$ cat src/rtl/apu_frame_sequencer.sv
// APU frame sequencer: 8-step sequence clocked by DIV falling edges (or an internal
// fast divider in test mode) that produces length, sweep and envelope strobes.
module apu_frame_sequencer #(
    parameter int unsigned FAST_DIV = 16,
    parameter int unsigned CNT_W    = 16
) (
    input  logic       apuv_4mhz,
    input  logic       apu_reset,
    input  logic       apu_on,
    input  logic       div_bit,
    input  logic       test_fast,
    output logic       tick,
    output logic       length_clk,
    output logic       sweep_clk,
    output logic       env_clk,
    output logic [2:0] step
);

    localparam logic [CNT_W-1:0] FastLast = CNT_W'(FAST_DIV - 1);

    logic             div_q;
    logic             on_q;
    logic             skip_pending;
    logic [CNT_W-1:0] fast_cnt;
    logic             fast_hit;
    logic             div_fall;
    logic             ev;

    always_comb begin
        fast_hit = (fast_cnt == FastLast);
        div_fall = div_q & ~div_bit;
        ev       = apu_on & on_q & (test_fast ? fast_hit : div_fall);
    end

    always_ff @(posedge apuv_4mhz) begin
        if (apu_reset) begin
            div_q        <= 1'b0;
            on_q         <= 1'b0;
            skip_pending <= 1'b0;
            fast_cnt     <= '0;
            step         <= 3'd0;
            tick         <= 1'b0;
            length_clk   <= 1'b0;
            sweep_clk    <= 1'b0;
            env_clk      <= 1'b0;
        end else begin
            div_q      <= div_bit;
            on_q       <= apu_on;
            tick       <= 1'b0;
            length_clk <= 1'b0;
            sweep_clk  <= 1'b0;
            env_clk    <= 1'b0;

            // Held at zero outside test mode so a mode switch always restarts the period.
            if (apu_on && test_fast) begin
                fast_cnt <= fast_hit ? '0 : fast_cnt + 1'b1;
            end else begin
                fast_cnt <= '0;
            end

            if (apu_on && !on_q) begin
                // Enabling with DIV high swallows the first falling edge that follows.
                step         <= 3'd0;
                skip_pending <= div_bit & ~test_fast;
            end else if (ev) begin
                if (skip_pending) begin
                    skip_pending <= 1'b0;
                end else begin
                    tick       <= 1'b1;
                    length_clk <= ~step[0];
                    sweep_clk  <= (step == 3'd2) || (step == 3'd6);
                    env_clk    <= (step == 3'd7);
                    step       <= step + 3'd1;
                end
            end
        end
    end

endmodule
$ cat config.mk
export PLATFORM = sky130hd
export DESIGN_NAME = apu_frame_sequencer
export DESIGN_NICKNAME = d
export VERILOG_FILES = /design/src/rtl/apu_frame_sequencer.sv
export SDC_FILE = /design/constraint.sdc
export NUM_CORES = 1
export LEC_CHECK = 0
export ABC_AREA = 1
export CORE_MARGIN = 4
export CORE_UTILIZATION = 59
export CTS_CLUSTER_SIZE = 16
export DETAILED_ROUTE_END_ITERATION = 8
export MAX_ROUTING_LAYER = met4
export PLACE_DENSITY_LB_ADDON = 0.2
export SLEW_MARGIN = 20
export SYNTH_ARGS = -nofsm -noshare
export SYNTH_HDL_FRONTEND = slang
export SYNTH_SLANG_ARGS = --single-unit
$ cat constraint.sdc
create_clock -name apuv_4mhz -period 2.3 [get_ports apuv_4mhz]
set_clock_uncertainty 0.05 [all_clocks]
set_input_delay 0.46 -clock apuv_4mhz [delete_from_list [all_inputs] [get_ports apuv_4mhz]]
set_output_delay 0.46 -clock apuv_4mhz [all_outputs]
set_load 0.005 [all_outputs]
==> impl_metrics.yaml <==
critical_path:
  critPathMaxFanout: 13
  max_stage_delay_ns: 0.39
  critical_path_class: "flip-flop to flip-flop"
  crit_chain: "ha_1 > nand3_1 > nor2_1 > nand2_2 > nand3_1 > inv_1 > o21ai_0 > nor2_1"
  rr_worst_depth: 8
  rrSetupSlack_ns: 0.45
  worstSetupStartpointType: "flip-flop"
  startpoint: "fast_cnt[0]"
  worstPathRequired_ns: 2.46
  r2r-start: "fast_cnt[0]"
  critPathArrivalTime_ns: 2.02
  r2r_end: "fast_cnt[14]"
  end_kind: "flip-flop"
  critPathSlowestCell: "dfxtp_1"
run:
  cap_viol_max_count: 0
timing:
  slew_headroom_pct: 65.2
  worst_pin_slew_ns: 0.521
  finalSetupTns_ns: 0
  setup_viol: 0
  rsz0062_at_grt: "false"
  period_share_pct: 80.5
  max_freq_mhz: 540
  drv_slew: 0
  fin_crit_ns: 1.85
  hold_viol_final: 0
synth:
  synth_common_cells: "nor2_1, nand2_1, dfxtp_1, inv_1, nand3_1"
  synth_seq_area_share_pct: 43.5
  synth_compound_area_share_pct: 3.45
  yosysWarnings: 0
  synth_xor_area_share_pct: 5.13
  synth_nets: 171
  synth_area_sq_um: 1200
  yosysTopAreaCell: "dfxtp_1"
  synth.distinct_cells: 24
  synth-seq-cells: 26
  netlist_top_cells_area: "dfxtp_1, nor2_1, nand2_1"
  yosysTopAreaCellShare_pct: 43.5
  synth-adder-area-share_pct: 4.18
  syn_inst: 162
  ys.flop_type: "dfxtp_1"
  async_reset_ff_share_pct: 0
  syn_avg_cell_area_sq_um: 7.38
  muxShareOfSynthArea_pct: 0
  synth-simple-area-share_pct: 36.8
  yosysMostFrequentCell: "nor2_1"
  synth_enable_flop_cells: 0
  synth_top_family_by_area: "simple AND/OR/NAND/NOR gates"
power:
  p_per_area_nw_per_um2: 496
  p_leak_uw: 0.000527
  vdd_drop_max_v: 0.000382
route:
  drc: 0
  avgRoutedWirePerCell_um: 9.67
  wl_um: 1950
  ant_nets: 0
  first_pass_iters: 4
  drt_iter0_markers: 16
  via_count: 959
  routed_via_density: 4.75
place:
  port_buffers: 11
  dp_hpwl_um: 1530
  gp_congestion: 0.796
  dpl.cell_count: 199
floorplanning:
  ios: 12
  core_area_sq_um: 1940
  dieArea_sq_um: 2810
  row_count: 16
  die_w_um: 53.0
  start_util_pct: 61.6
  die_h_um: 53.0
clocking:
  cts_resized: 0
  cts-root-buf: "clkbuf_4"
  post_cts_buffers: 0
  cts_buffers: 3
  tritoncts: "done"
  clk_pin_slew_ns: 0.13
  clock-sinks: 26
  clk_latency_ns: 0.31
  cts_max_level: 1
  cts_buffer_depth: 2
  ctsHoldBuffers: 0
finish:
  stdcell_count: 202
  area_delta_synth_final_pct: 13.3
  nFillCells: 178
  drive_gt1_share_pct: 6.86
  n_antenna_cell: 0
  nets: 186
hold_path:
  min_from: "fast_cnt[0]"
  whs_endpoint: "fast_cnt[0]"
  hold_depth: 1
  min_path_type: "flip-flop to flip-flop"
global_routing:
  antenna_found_initial: 0
  grt_pass1_wl_um: 3480
  grt_usage_pct: 17.5
  grt_max_degree: 14
  grt-ovfl-total: 0
  grt_pass1_vias: 860
run_status:
  status: "finished, final reports clean"
layout make-up:
type	instances	area (sq um)	area share [%]
sequential	26	520	38.4
timing repair buffer	11	110	8.13
clock buffer	3	22.5	1.66
inverter	20	75.1	5.54
multi-input combinational	115	593	43.8
tap	27	33.8	2.49
state kept, by name, summed over array words and instances (netlist names):
name	flops
sweep_clk	1
skip_pending	1
on_q	1
env_clk	1
length_clk	1
fast_cnt	16
div_q	1
tick	1
step	3
layer usage:
| layer | wire [um] | GRT usage (%) | vias up |
|---|---|---|---|
| li1 | - | - | 534 |
| met1 | 959 | 22.0 | 410 |
| met2 | 906 | 27.3 | 10 |
| met3 | 57 | 3.38 | 5 |
| met4 | 31 | 7.66 | 0 |
| met5 | 0 | - | - |
worst max-delay path, delay by kind of cell (launching register included):
family | cells | cell delay (ns)
AND/OR/NAND/NOR | 5 | 0.82
flip-flops | 1 | 0.39
adder cells (fa/ha/maj) | 1 | 0.21
buffers and inverters | 1 | 0.17
AO/OA/AOI/OAI | 1 | 0.11
report_power, final:
group	total (uW)	leakage [uW]	internal (uW)	switching, uW
Sequential	457	0.000210	455	2.60
Combinational	33.3	0.000303	14.5	18.8
Clock	182	0.0000138	61.2	121
stage by stage:
step	setup slack [ns]	hold slack [ns]	instance area (sq um)	utilization, %	total power, uW
floorplan	0.936	0.379	1200	-	487
finish	0.448	0.436	1360	69.8	672
global placement	0.301	0.404	1330	68.6	499
global route	0.179	0.462	1360	69.8	705
CTS	0.446	0.434	1360	69.8	679
detailed placement	0.228	0.405	1330	68.6	501
worst max path at each step:
stage / to / slack (ns)
finish: fast_cnt[14] / 0.45
global route: fast_cnt[14] / 0.18
CTS: fast_cnt[14] / 0.45
detailed placement: fast_cnt[14] / 0.23
global placement: fast_cnt[14] / 0.30
floorplan: fast_cnt[10] / 0.94
logic make-up after synthesis:
family | count (synthesis)
flip-flops | 26
AND/OR/NAND/NOR | 96
XOR/XNOR | 7
adder cells (fa/ha/maj) | 4
AO/OA/AOI/OAI | 8
buffers and inverters | 21
placed cells by master (no fill, tap or decap), types with 4 or more instances in the layout:
cell type / n
nand3_1: 6
inv_1: 20
a21oi_1: 5
dfxtp_1: 26
nand2_1: 30
clkdlybuf4s50_1: 11
ha_1: 4
xnor2_1: 4
nor2_1: 44
No activity file was read; power rests on OpenSTA's default activity.
